**src/rtl/seg_pkg.sv**
```systemverilog
// Seven-segment glyph table (a..g, bit6 = a) shared by the display encoder and seg_reader.
package seg_pkg;

    localparam logic [6:0] SEG_0     = 7'b1111110;
    localparam logic [6:0] SEG_1     = 7'b0110000;
    localparam logic [6:0] SEG_2     = 7'b1101101;
    localparam logic [6:0] SEG_3     = 7'b1111001;
    localparam logic [6:0] SEG_4     = 7'b0110011;
    localparam logic [6:0] SEG_5     = 7'b1011011;
    localparam logic [6:0] SEG_6     = 7'b1011111;
    localparam logic [6:0] SEG_7     = 7'b1110000;
    localparam logic [6:0] SEG_8     = 7'b1111111;
    localparam logic [6:0] SEG_9     = 7'b1111011;
    localparam logic [6:0] SEG_BLANK = 7'b0000000;

    // Returns {illegal, is_blank, bcd[3:0]}; blank and illegal patterns report bcd = 0.
    function automatic logic [5:0] seg_to_bcd(input logic [6:0] pat);
        logic [5:0] res;
        unique case (pat)
            SEG_0:     res = {2'b00, 4'd0};
            SEG_1:     res = {2'b00, 4'd1};
            SEG_2:     res = {2'b00, 4'd2};
            SEG_3:     res = {2'b00, 4'd3};
            SEG_4:     res = {2'b00, 4'd4};
            SEG_5:     res = {2'b00, 4'd5};
            SEG_6:     res = {2'b00, 4'd6};
            SEG_7:     res = {2'b00, 4'd7};
            SEG_8:     res = {2'b00, 4'd8};
            SEG_9:     res = {2'b00, 4'd9};
            SEG_BLANK: res = {2'b01, 4'd0};
            default:   res = {2'b10, 4'd0};
        endcase
        return res;
    endfunction

    // tens*10 + ones without a multiplier; at most 99 so 8 bits never overflow.
    function automatic logic [7:0] bcd2_to_bin(input logic [3:0] tens, input logic [3:0] ones);
        return 8'({tens, 3'b000}) + 8'({tens, 1'b0}) + 8'(ones);
    endfunction

endpackage

```
**src/rtl/seg_reader_if.sv**
```systemverilog
// Multiplexed segment bus into seg_reader and the decoded display value out of it.
interface seg_reader_if;
    logic       sample_en;
    logic [1:0] dig_sel;
    logic [6:0] seg_in;
    logic [7:0] dec_num;
    logic       valid;
    logic       invalid;
    logic [1:0] blank;
    logic       sel_err;

    modport master (
        output sample_en, dig_sel, seg_in,
        input  dec_num, valid, invalid, blank, sel_err
    );

    modport slave (
        input  sample_en, dig_sel, seg_in,
        output dec_num, valid, invalid, blank, sel_err
    );
endinterface

```
**src/rtl/seg_digit_filter.sv**
```systemverilog
// Debounces one digit's segment pattern: accepts it after STABLE_CNT identical samples.
module seg_digit_filter #(
    parameter int unsigned STABLE_CNT = 3,
    parameter int unsigned CNT_W      = 4
) (
    input  logic       clk,
    input  logic       rst,
    input  logic       sample,
    input  logic [6:0] seg_in,
    output logic       lock,
    output logic [6:0] lock_pat
);

    localparam logic [CNT_W-1:0] Stable = CNT_W'(STABLE_CNT);
    localparam logic [CNT_W-1:0] One    = CNT_W'(1);

    logic [6:0]       cand_q, cand_d;
    logic [6:0]       lock_pat_q, lock_pat_d;
    logic [CNT_W-1:0] run_q, run_d;
    logic             lock_q, lock_d;
    logic             reach;

    always_comb begin
        cand_d     = cand_q;
        run_d      = run_q;
        lock_pat_d = lock_pat_q;
        lock_d     = 1'b0;
        reach      = 1'b0;
        if (sample) begin
            if (seg_in == cand_q) begin
                // Saturated runs have already reached the threshold once.
                if (run_q != Stable) begin
                    run_d = run_q + One;
                    reach = (run_d == Stable);
                end
            end else begin
                cand_d = seg_in;
                run_d  = One;
                reach  = (Stable == One);
            end
            if (reach && (seg_in != lock_pat_q)) begin
                lock_pat_d = seg_in;
                lock_d     = 1'b1;
            end
        end
    end

    always_ff @(posedge clk or posedge rst) begin
        if (rst) begin
            cand_q     <= '0;
            run_q      <= '0;
            lock_pat_q <= '0;
            lock_q     <= 1'b0;
        end else begin
            cand_q     <= cand_d;
            run_q      <= run_d;
            lock_pat_q <= lock_pat_d;
            lock_q     <= lock_d;
        end
    end

    assign lock     = lock_q;
    assign lock_pat = lock_pat_q;

endmodule

```
**src/rtl/seg_reader.sv**
```systemverilog
// Observes the multiplexed two-digit 7-segment bus and decodes the stable display to 0..99.
module seg_reader
    import seg_pkg::*;
#(
    parameter int unsigned STABLE_CNT = 3,
    parameter int unsigned CNT_W      = 4
) (
    input logic         clk,
    input logic         rst,
    seg_reader_if.slave bus
);

    logic       sel_onehot;
    logic [1:0] lock;
    logic [6:0] lock_pat [2];
    logic [5:0] glyph [2];

    logic [7:0] dec_q, dec_d;
    logic [3:0] val_q [2];
    logic [3:0] val_d [2];
    logic [1:0] blank_q, blank_d;
    logic       valid_q, valid_d;
    logic       invalid_q, invalid_d;
    logic       sel_err_q, sel_err_d;

    assign sel_onehot = (bus.dig_sel == 2'b01) || (bus.dig_sel == 2'b10);

    for (genvar i = 0; i < 2; i++) begin : g_digit
        seg_digit_filter #(
            .STABLE_CNT (STABLE_CNT),
            .CNT_W      (CNT_W)
        ) u_filter (
            .clk      (clk),
            .rst      (rst),
            .sample   (bus.sample_en && sel_onehot && bus.dig_sel[i]),
            .seg_in   (bus.seg_in),
            .lock     (lock[i]),
            .lock_pat (lock_pat[i])
        );
        assign glyph[i] = seg_to_bcd(lock_pat[i]);
    end

    // Only one digit is sampled per edge, so at most one lock bit is set.
    always_comb begin
        val_d     = val_q;
        blank_d   = blank_q;
        invalid_d = 1'b0;
        sel_err_d = bus.sample_en && !sel_onehot;
        for (int i = 0; i < 2; i++) begin
            if (lock[i]) begin
                if (glyph[i][5]) begin
                    invalid_d = 1'b1;
                end else begin
                    val_d[i]   = glyph[i][3:0];
                    blank_d[i] = glyph[i][4];
                end
            end
        end
        dec_d   = bcd2_to_bin(val_d[1], val_d[0]);
        valid_d = (dec_d != dec_q);
    end

    always_ff @(posedge clk or posedge rst) begin
        if (rst) begin
            dec_q     <= '0;
            val_q[0]  <= '0;
            val_q[1]  <= '0;
            blank_q   <= 2'b11;
            valid_q   <= 1'b0;
            invalid_q <= 1'b0;
            sel_err_q <= 1'b0;
        end else begin
            dec_q     <= dec_d;
            val_q     <= val_d;
            blank_q   <= blank_d;
            valid_q   <= valid_d;
            invalid_q <= invalid_d;
            sel_err_q <= sel_err_d;
        end
    end

    assign bus.dec_num = dec_q;
    assign bus.valid   = valid_q;
    assign bus.invalid = invalid_q;
    assign bus.blank   = blank_q;
    assign bus.sel_err = sel_err_q;

endmodule
```
**src/flat_wrapper.sv**
```systemverilog
// flat-port wrapper written by rule: the top's interface ports become plain ports
module seg_reader_flat import seg_pkg::*;
#(
    parameter int unsigned STABLE_CNT = 3,
    parameter int unsigned CNT_W      = 4
)
  (clk, rst, bus_sample_en, bus_dig_sel, bus_seg_in, bus_dec_num, bus_valid, bus_invalid, bus_blank, bus_sel_err);
  seg_reader_if bus_i ();
  input logic clk;
  input logic rst;
  input wire logic [$bits(bus_i.sample_en)-1:0] bus_sample_en;
  input wire logic [$bits(bus_i.dig_sel)-1:0] bus_dig_sel;
  input wire logic [$bits(bus_i.seg_in)-1:0] bus_seg_in;
  output wire logic [$bits(bus_i.dec_num)-1:0] bus_dec_num;
  output wire logic [$bits(bus_i.valid)-1:0] bus_valid;
  output wire logic [$bits(bus_i.invalid)-1:0] bus_invalid;
  output wire logic [$bits(bus_i.blank)-1:0] bus_blank;
  output wire logic [$bits(bus_i.sel_err)-1:0] bus_sel_err;
  assign bus_i.sample_en = bus_sample_en;
  assign bus_i.dig_sel = bus_dig_sel;
  assign bus_i.seg_in = bus_seg_in;
  assign bus_dec_num = bus_i.dec_num;
  assign bus_valid = bus_i.valid;
  assign bus_invalid = bus_i.invalid;
  assign bus_blank = bus_i.blank;
  assign bus_sel_err = bus_i.sel_err;
  seg_reader #(.STABLE_CNT(STABLE_CNT), .CNT_W(CNT_W)) u_core (.clk(clk), .rst(rst), .bus(bus_i));
endmodule
```
**config.mk**
```make
export PLATFORM = sky130hd
export DESIGN_NAME = seg_reader_flat
export DESIGN_NICKNAME = d
export VERILOG_FILES = /design/src/rtl/seg_pkg.sv /design/src/rtl/seg_reader_if.sv /design/src/rtl/seg_digit_filter.sv /design/src/rtl/seg_reader.sv /design/src/flat_wrapper.sv
export SDC_FILE = /design/constraint.sdc
export NUM_CORES = 1
export LEC_CHECK = 0
export BUFFER_PORTS_ARGS = -buffer_cell sky130_fd_sc_hd__buf_2
export CAP_MARGIN = 30
export CORE_ASPECT_RATIO = 0.7
export CORE_UTILIZATION = 55
export CTS_CLUSTER_DIAMETER = 100
export DETAILED_ROUTE_END_ITERATION = 10
export GPL_TIMING_DRIVEN = 0
export HOLD_SLACK_MARGIN = 0.15
export PLACE_DENSITY = 0.74
export SYNTH_ARGS = -nofsm -noshare
export SYNTH_HDL_FRONTEND = slang
export SYNTH_SLANG_ARGS = --single-unit
```
**constraint.sdc**
```tcl
create_clock -name clk -period 4.92 [get_ports clk]
set_input_delay 0 -clock clk [delete_from_list [all_inputs] [get_ports clk]]
set_output_delay 0 -clock clk [all_outputs]
set_load 0.01 [all_outputs]
```
==> run_results.csv, run 1 <==
group,metric,value,unit
setup_path,crit_type,"reg2reg",
synth,syn_inst,370,
routing,drtIter0Drc,187,
place,pre_cts_ws,0.0720,ns
timing,slew_headroom,59.9,%
finish,syn2layout_area_growth,15.3,%
floorplan,io_pins,25,
setup_path,cp-start-kind,"register",
setup_path,worst-path-buf-inv,1,
synth,synth-seq-cells,58,
synth,ys_seq_area_share,40.3,%
grt,grt_usage,25.3,%
grt,grt_antenna_before_repair,0,
routing,dr.pass1.iters,4,
routing,drc,0,
timing,timing.fmax,0.216,GHz
timing,slew_violations,0,
power_and_ir_drop,total_power,1070,µW
cts,cts_made_buffers,9,
cts,h-tree-depth,3,
setup_path,r2r_end,"u_core.bus.valid$_DFF_PP0_",
setup_path,ff2ff_setup_slack,0.29,ns
floorplan,die-area,0.00690,mm²
cts,clk_path_buf_depth,2,
floorplan,fp.dieW,98.8,µm
cts,clkSinkCount,58,
synth,avgSynthCellArea,9.76,µm²
floorplan,rows,24,
routing,antenna_left,0,
synth,synth_edf_count,0,
cts,clockRootBuffer,"clkbuf_8",
floorplan,core_area,0.00628,mm²
power_and_ir_drop,p_leak,0.00199,µW
cts,clk_pin_slew,0.07,ns
finish,nets,437,
cts,insertion_delay,0.34,ns
grt,grt_first_pass_wirelength,13300,µm
setup_path,required,5.12,ns
timing,tns,0,ns
synth,synth_nets,395,
timing,skew,0.00921,ns
finish,diodes,0,
setup_path,cp_slowest_stage_delay,0.53,ns
timing,fin_crit_sh,94.0,%
routing,routed_wirelength,7720,µm
synth,async_flop_share,100,%
synth,synthFlopType,"dfrtp_1",
place,hpwlAfterDp,5270,µm
setup_path,r2r-start,"u_core.g_digit[0].u_filter.lock_pat[1]$_DFFE_PP0P_",
synth,syn_area,0.00361,mm²
setup_path,critPathArrivalTime,4.82,ns
grt,overflow,0,
place,port_buffers,17,
floorplan,die_h,69.8,µm
timing,rsz0062_at_grt,"no",
timing,hold_viol,0,
power_and_ir_drop,max-vdd-ir-drop,0.000200,V
synth,ys_warn_count,0,
timing,worstMarginPinSlew,0.597,ns
setup_path,cpMaxStageDelayCell,"or4_1",
setup_path,worstPathCellList,"buf_2 > or4_1 > nor4_2 > nor3_1 > a31oi_4 > mux2_2 > fa_1 > ha_1 > a21o_1 > a21oi_1 > xnor3_1 > a211o_1 > a2111oi_2 > nand3_1",
finish,utilization,66.3,%
grt,grt_max_degree,37,
timing,layout_min_cycle_time,4.63,ns
place,gp_congestion,0.783,
cts,cts_tree,"built",
setup_path,worst-r2r-cell-count,14,
setup_path,worst_setup_path_end_kind,"register",
setup_path,crit_family,"compound AO/OA/AOI/OAI gates",
routing,vias,2822,
run,cap_violations,0,
routing,avgRoutedWirePerCell,15.6,µm
power_and_ir_drop,p_per_area,256,mW/mm²
synth,synth_cell_types,66,
floorplan,start_util,57.5,%
worst_hold_path,hold_class,"in2async",
setup_path,path_max_fanout,10,
finish,drive_gt1_share,19.7,%
routing,vias_per_cell,5.70,
grt,grt_pass1_vias,2761,
run_status,outcome,"finished clean",
timing,setup_violations,0,
timing,setup_ws,0.294,ns
how the worst max path moves through the flow:
stage | endpoint | cells after the start | from | slack, ns
2_1_floorplan | u_core.bus.valid$_DFF_PP0_ | 14 | u_core.g_digit[0].u_filter.lock_pat[0]$_DFFE_PP0P_ | 0.68
3_3_place_gp | u_core.bus.valid$_DFF_PP0_ | 14 | u_core.g_digit[0].u_filter.lock_pat[1]$_DFFE_PP0P_ | 0.18
3_5_place_dp | u_core.bus.valid$_DFF_PP0_ | 14 | u_core.g_digit[0].u_filter.lock_pat[0]$_DFFE_PP0P_ | 0.07
4_1_cts | u_core.bus.valid$_DFF_PP0_ | 14 | u_core.g_digit[0].u_filter.lock_pat[0]$_DFFE_PP0P_ | 0.03
5_1_grt | u_core.bus.valid$_DFF_PP0_ | 14 | u_core.g_digit[0].u_filter.lock_pat[1]$_DFFE_PP0P_ | 0.01
6_report | u_core.bus.valid$_DFF_PP0_ | 14 | u_core.g_digit[0].u_filter.lock_pat[1]$_DFFE_PP0P_ | 0.29
cell usage in the layout, fill, tap and decap left out, types with 3 or more instances in the layout:
master | synthesis | layout
nand3b_1 | 4 | 4
xor2_1 | 16 | 16
mux2_2 | 17 | 17
dfrtp_1 | 56 | 56
nor2b_1 | 3 | 3
and3b_1 | 3 | 3
and3_1 | 3 | 3
ha_1 | 11 | 11
clkbuf_8 | 6 | 17
o21ai_0 | 14 | 14
nand2_1 | 69 | 69
clkbuf_1 | 10 | 11
nand3_1 | 5 | 5
a21o_1 | 3 | 3
o31ai_1 | 3 | 3
nor3b_1 | 3 | 3
xnor2_1 | 23 | 23
and2_1 | 4 | 4
inv_1 | 9 | 8
buf_2 | 6 | 23
dlygate4sd3_1 | 0 | 12
nor2_1 | 12 | 12
nor3_1 | 6 | 6
nor4_1 | 6 | 5
a21oi_1 | 13 | 13
nand4_1 | 9 | 9
nand2b_1 | 5 | 5
logic make-up (layout without fill, tap and decap cells):
group / after synthesis / count (layout) / synth area share [%]
flip-flops: 58 / 58 / 40.3
adder cells (fa/ha/maj): 13 / 13 / 4.92
multiplexers: 20 / 20 / 6.41
AND/OR/NAND/NOR: 147 / 147 / 21.6
buffers and inverters: 35 / 82 / 6.03
XOR/XNOR: 40 / 40 / 10.1
AO/OA/AOI/OAI: 57 / 57 / 10.7
synthesized netlist by cell type, types with 9 or more instances:
library cell,number,area [µm²]
nor2_1,12,45.0
nand4_1,9,56.3
xor2_1,16,140
nand2_1,69,259
xnor2_1,23,201
clkbuf_1,10,37.5
mux2_2,17,191
ha_1,11,138
a21oi_1,13,65.1
inv_1,9,33.8
dfrtp_1,56,1400
o21ai_0,14,70.1
area by class of cell:
| class | count | area (µm²) |
|---|---|---|
| Fill cell | 498 | 2110 |
| Multi-Input combinational cell | 277 | 1950 |
| Sequential cell | 58 | 1450 |
| Timing Repair Buffer | 31 | 233 |
| Buffer | 26 | 184 |
| Clock buffer | 12 | 155 |
| Tap cell | 78 | 97.6 |
| Clock inverter | 4 | 50.0 |
| Inverter | 9 | 33.8 |
layer usage:
layer	vias to the layer above	track usage, %	routed length (µm)	share of wire (%)
met5	-	0	0	0
met4	0	6.80	62	0.80
met3	6	7.86	329	4.3
met2	64	39.3	3710	48
met1	1376	34.2	3620	47
li1	1376	-	-	-
timing repair:
item,4_1_cts,5_1_grt
hold endpoints to repair,88,0
setup buffers,0,1
resized for setup,0,4
setup endpoints to repair,0,1
hold buffers,12,0
state kept, by name, indices dropped and copies added, names as in the netlist:
name and flops:
u_core.g_digit.u_filter.lock_pat 14, u_core.g_digit.u_filter.lock 2, u_core.bus.blank 2, u_core.g_digit.u_filter.cand_q 14
u_core.bus.dec_num 8, u_core.bus.sel_err 1, u_core.bus.invalid 1, u_core.bus.valid 1
u_core.g_digit.u_filter.run_q 8, u_core.val_q 7
power by group:
group	total, µW	switching, µW	internal, µW
Combinational	103	57.5	45.7
Clock	451	190	261
Sequential	512	14.9	497
per-stage QoR:
| stage | hold slack, ns | cells | area (µm²) |
|---|---|---|---|
| 2_1_floorplan | 0.129 | 370 | 3610 |
| 3_5_place_dp | 0.0669 | 466 | 3810 |
| 4_1_cts | 0.241 | 494 | 4140 |
| 6_report | 0.237 | 495 | 4160 |
| 3_3_place_gp | 0.247 | 465 | 3790 |
| 5_1_grt | 0.293 | 495 | 4160 |
tightest hold or removal path, cell delays in order:
cell and delay (ns):
dlygate4sd3_1 0.53, buf_2 0.12, inv_2 0.38
Power figures use the tool's default switching activity.
==> run 2: changes to the inputs <==
Settings changed: CORE_UTILIZATION 55 to 45, PLACE_DENSITY 0.74 to unset.
==> run_results.csv, run 2 (synthesized netlist as in run 1, its figures left out) <==
group,metric,value,unit
grt,grt_antenna_before_repair,0,
run,cap_violations,0,
cts,clk_pin_slew,0.05,ns
place,gp_congestion,0.783,
finish,regArea,0.00145,mm²
run_status,outcome,"finished clean",
finish,drive_gt1_share,19.9,%
routing,drtIter0Drc,135,
timing,fin_crit_sh,92.9,%
finish,stdcell_area,0.00431,mm²
timing,slew_headroom,62.5,%
floorplan,core_area,0.00751,mm²
setup_path,r2r-start,"u_core.g_digit[0].u_filter.lock_pat[6]$_DFFE_PP0P_",
routing,drc,0,
finish,utilization,57.4,%
routing,antenna_left,0,
finish,instances_no_fill,516,
routing,dr_wl_met3,388,µm
setup_path,cp-start-kind,"register",
setup_path,cp_slowest_stage_delay,0.53,ns
floorplan,die-area,0.00839,mm²
grt,grt_max_degree,36,
setup_path,required,5.12,ns
finish,multi_input_area,0.00196,mm²
cts,cts_made_buffers,9,
power_and_ir_drop,total_power,1280,µW
setup_path,path_max_fanout,10,
setup_path,crit_start,"u_core.g_digit[0].u_filter.lock_pat[6]$_DFFE_PP0P_",
timing,hold_viol,0,
cts,clk_path_buf_depth,2,
timing,rsz0062_at_grt,"no",
grt,grt_pass1_vias,2690,
grt,grt_first_pass_wirelength,13800,µm
setup_path,cpMaxStageDelayCell,"or4b_1",
place,port_buffers,17,
timing,skew,0.00559,ns
place,place_area,0.00384,mm²
timing,timing.fmax,0.219,GHz
cts,h-tree-depth,3,
routing,routed_wirelength,7940,µm
finish,diodes,0,
power_and_ir_drop,max-vdd-ir-drop,0.000266,V
finish,final_cell_mix,"69 x nand2_1, 56 x dfrtp_1, 23 x xnor2_1, 23 x buf_2, 17 x mux2_2",
floorplan,fp.dieW,109,µm
finish,nets,438,
setup_path,crit_family,"compound AO/OA/AOI/OAI gates",
cts,cts_tree,"built",
place,hpwlAfterDp,5330,µm
finish,syn2layout_area_growth,19.5,%
timing,slew_violations,0,
finish,final_common_cell,"nand2_1",
setup_path,crit_type,"reg2reg",
power_and_ir_drop,p_per_area,296,mW/mm²
cts,insertion_delay,0.34,ns
worst_hold_path,hold_class,"in2async",
finish,fillers,641,
setup_path,cpMostUsedCell,"a21oi_1",
routing,vias_per_cell,5.38,
power_and_ir_drop,p_leak,0.00205,µW
routing,avgRoutedWirePerCell,15.4,µm
setup_path,worst_setup_path_end_kind,"register",
timing,layout_min_cycle_time,4.57,ns
setup_path,worst-path-buf-inv,1,
routing,dr.pass1.iters,4,
setup_path,worstPathCellList,"buf_2 > or4b_1 > a21oi_1 > o21ai_1 > a31oi_4 > mux2_2 > fa_1 > ha_1 > a21o_1 > a21oi_1 > xnor3_1 > a211o_1 > a2111oi_2 > nand3_1",
routing,met2_wirelength,3380,µm
place,dp.cells,486,
cts,clockRootBuffer,"clkbuf_16",
routing,vias,2774,
grt,grt_usage,21.9,%
floorplan,io_pins,25,
timing,worstMarginPinSlew,0.562,ns
cts,clkSinkCount,58,
timing,tns,0,ns
floorplan,rows,26,
routing,wl_met1,4040,µm
setup_path,critPathArrivalTime,4.77,ns
grt,overflow,0,
routing,top_layer_used,"met4",
floorplan,die_h,76.9,µm
timing,setup_violations,0,
floorplan,start_util,48.0,%
[run 2: cell types whose count changed in the layout (fill, tap and decap cells not counted)]
cell,before,now
nor4_2,2,3
clkbuf_16,0,9
buf_4,2,3
nor4_1,5,4
clkbuf_1,11,12
clkinv_2,1,0
clkbuf_8,17,10
clkinvlp_4,2,0
[run 2: worst paths after layout]
| kind | endpoint | depth (start not counted) | slack [ns] |
|---|---|---|---|
| worst max-delay path | u_core.bus.valid$_DFF_PP0_ | 14 | 0.35 |
| worst min-delay path | u_core.g_digit[1].u_filter.run_q[3]$_DFFE_PP0P_ | 3 | 0.26 |
| worst max register to register | u_core.bus.valid$_DFF_PP0_ | 14 | 0.35 |
| worst min register to register | u_core.bus.blank[1]$_DFFE_PP1P_ | 2 | 0.47 |
| max in group asynchronous | u_core.bus.blank[0]$_DFFE_PP1P_ | 4 | 4.00 |
| min in group clk | u_core.bus.blank[1]$_DFFE_PP1P_ | 2 | 0.47 |
[run 2: worst register-to-register path, delay by kind of cell (launching register included)]
| kind | cells | cell delay, ns |
|---|---|---|
| buffers and inverters | 1 | 0.18 |
| and+or+nand+nor | 2 | 0.64 |
| DFF | 1 | 0.35 |
| xor gates and xnor gates | 1 | 0.27 |
| muxes | 1 | 0.40 |
| AOI/OAI and AO/OA | 7 | 1.75 |
| adders and majority gates | 2 | 0.84 |
[run 2: repair_timing]
item | in CTS | in global routing
resized for setup | 0 | 5
setup buffers | 0 | 2
hold buffers | 12 | 0
endpoints found under the hold margin | 54 | 0
setup endpoints to repair | 0 | 1
[run 2: final cells by class]
class / instances / share of cell area, %
clock inverter: 1 / 0.696
clock buffer: 15 / 6.67
multi-input combinational: 277 / 45.5
inverter: 9 / 0.783
timing repair buffer: 32 / 5.57
tap: 98 / 2.84
buffer: 26 / 4.26
sequential: 58 / 33.7
[run 2: per-layer routing]
metal,GRT usage [%],up-vias
li1,-,1377
met1,32.2,1331
met2,29.3,55
met3,7.74,11
met4,7.57,0
met5,0,-
[run 2: per-stage QoR]
stage | setup slack [ns] | hold WS, ns
floorplan | 0.678 | 0.129
global placement | 0.146 | 0.250
detailed placement | 0.111 | 0.0973
CTS | 0.0799 | 0.294
global route | 0.0429 | 0.335
finish | 0.352 | 0.261
[run 2: where the power goes]
| part | internal (µW) | switching, µW | leakage (µW) |
|---|---|---|---|
| Combinational | 45.8 | 55.4 | 0.00113 |
| Sequential | 498 | 13.9 | 0.000771 |
| Clock | 447 | 215 | 0.000156 |
==> run 3: changes to the inputs <==
Settings changed: CORE_UTILIZATION 45 to 61, PLACE_DENSITY set to 0.8.
==> run_results.csv, run 3 (synthesized netlist as in run 1, its figures left out) <==
group,metric,value,unit
power_and_ir_drop,total_power,1040,µW
timing,layout_min_cycle_time,4.69,ns
floorplan,die-area,0.00623,mm²
routing,routed_wirelength,7820,µm
floorplan,rows,23,
cts,h-tree-depth,3,
timing,tns,0,ns
timing,fin_crit_sh,95.4,%
timing,hold_ws,0.200,ns
setup_path,worst-path-buf-inv,1,
worst_hold_path,hold_class,"in2async",
grt,overflow,0,
timing,hold_viol,0,
setup_path,crit_type,"reg2reg",
place,hpwlAfterDp,5170,µm
setup_path,worstPathCellList,"buf_2 > or4b_1 > a21oi_1 > o21ai_1 > a31oi_4 > mux2_2 > fa_1 > ha_1 > a21o_1 > a21oi_1 > xnor3_1 > a211o_1 > a2111oi_2 > nand3_1",
timing,slew_violations,0,
setup_path,path_max_fanout,10,
timing,rsz0062_at_grt,"no",
cts,clk_pin_slew,0.07,ns
place,port_buffers,17,
finish,diodes,0,
timing,worstMarginPinSlew,0.534,ns
setup_path,worst_setup_path_end_kind,"register",
power_and_ir_drop,p_leak,0.00198,µW
finish,final_common_cell,"nand2_1",
finish,nets,436,
finish,final_cell_mix,"69 x nand2_1, 56 x dfrtp_1, 23 x xnor2_1, 23 x buf_2, 17 x mux2_2",
finish,stdcell_area,0.00412,mm²
routing,antenna_left,0,
routing,vias,2849,
routing,avgRoutedWirePerCell,15.9,µm
routing,dr.pass1.iters,6,
floorplan,io_pins,25,
place,place_area,0.00381,mm²
routing,drtIter0Drc,214,
timing,timing.fmax,0.213,GHz
cts,insertion_delay,0.34,ns
grt,grt_max_degree,41,
grt,grt_antenna_before_repair,0,
floorplan,start_util,63.0,%
routing,drc,0,
cts,clockRootBuffer,"clkbuf_8",
setup_path,cpMaxStageDelayCell,"or4b_1",
grt,grt_first_pass_wirelength,13300,µm
power_and_ir_drop,p_per_area,251,mW/mm²
floorplan,core_area,0.00573,mm²
timing,setup_violations,0,
cts,cts_tree,"built",
power_and_ir_drop,max-vdd-ir-drop,0.000181,V
finish,fillers,424,
finish,syn2layout_area_growth,14.2,%
setup_path,crit_family,"compound AO/OA/AOI/OAI gates",
cts,clkSinkCount,58,
setup_path,critPathArrivalTime,4.91,ns
floorplan,die_h,66.4,µm
cts,clk_path_buf_depth,2,
grt,grt_usage,28.4,%
run,cap_violations,0,
place,gp_congestion,0.790,
routing,vias_per_cell,5.80,
cts,cts_made_buffers,9,
floorplan,fp.dieW,93.9,µm
setup_path,cp_slowest_stage_delay,0.53,ns
timing,slew_headroom,64.1,%
setup_path,cpMostUsedCell,"a21oi_1",
setup_path,cp-start-kind,"register",
setup_path,required,5.13,ns
finish,drive_gt1_share,18.8,%
run_status,outcome,"finished clean",
grt,grt_pass1_vias,2815,
timing,skew,0.00669,ns
==> run 3: final timing paths <==
kind	start	to	slack (ns)	cells past startpoint
setup / recovery	u_core.g_digit[0].u_filter.lock_pat[6]$_DFFE_PP0P_	u_core.bus.valid$_DFF_PP0_	0.23	14
hold / removal	rst	u_core.g_digit[1].u_filter.run_q[1]$_DFFE_PP0P_	0.20	3
setup reg to reg	u_core.g_digit[0].u_filter.lock_pat[6]$_DFFE_PP0P_	u_core.bus.valid$_DFF_PP0_	0.23	14
hold reg to reg	u_core.bus.blank[1]$_DFFE_PP1P_	u_core.bus.blank[1]$_DFFE_PP1P_	0.48	2
max in group asynchronous	rst	u_core.bus.blank[0]$_DFFE_PP1P_	4.09	4
min in group clk	u_core.bus.blank[1]$_DFFE_PP1P_	u_core.bus.blank[1]$_DFFE_PP1P_	0.48	2
==> run 3: per-stage QoR <==
stage               setup slack [ns]  util (%)  cells
global placement               0.190      66.2    462
floorplan                      0.678         -    370
detailed placement             0.104      66.5    463
global route                  0.0145      72.0    491
finish                         0.227      72.0    491
CTS                           0.0516      71.7    491
==> run 3: layout make-up <==
class	instances	area, µm²	share of cell area, %
Tap cell	75	93.8	2.28
Sequential cell	58	1450	35.3
Clock inverter	3	40.0	0.971
Timing Repair Buffer	30	225	5.46
Inverter	9	33.8	0.819
Multi-Input combinational cell	277	1950	47.4
Clock buffer	13	139	3.37
Buffer	26	184	4.46
==> run 3: report_power, final <==
part	switching (µW)	internal, µW
Combinational	57.0	45.8
Clock	188	233
Sequential	14.7	497
Total	259	776
==> run 3: routing by layer <==
layer,global-route usage (%),vias up,part of all wire (%)
li1,-,1377,-
met1,36.8,1360,46
met2,44.6,90,47
met3,8.85,22,5.4
met4,10.8,0,1.8
met5,0,-,0
==> run 3: worst min-delay path: cells and delay by family <==
family / cells / cell delay [ns]
buffers and inverters: 3 / 0.98
==> run 3: what timing repair did <==
action                                  in CTS  in global routing
endpoints found under the setup margin       0                  1
endpoints found under the hold margin       88                  0
buffers inserted                             0                  0
gates resized for setup                      0                  4
hold buffers                                12                  0
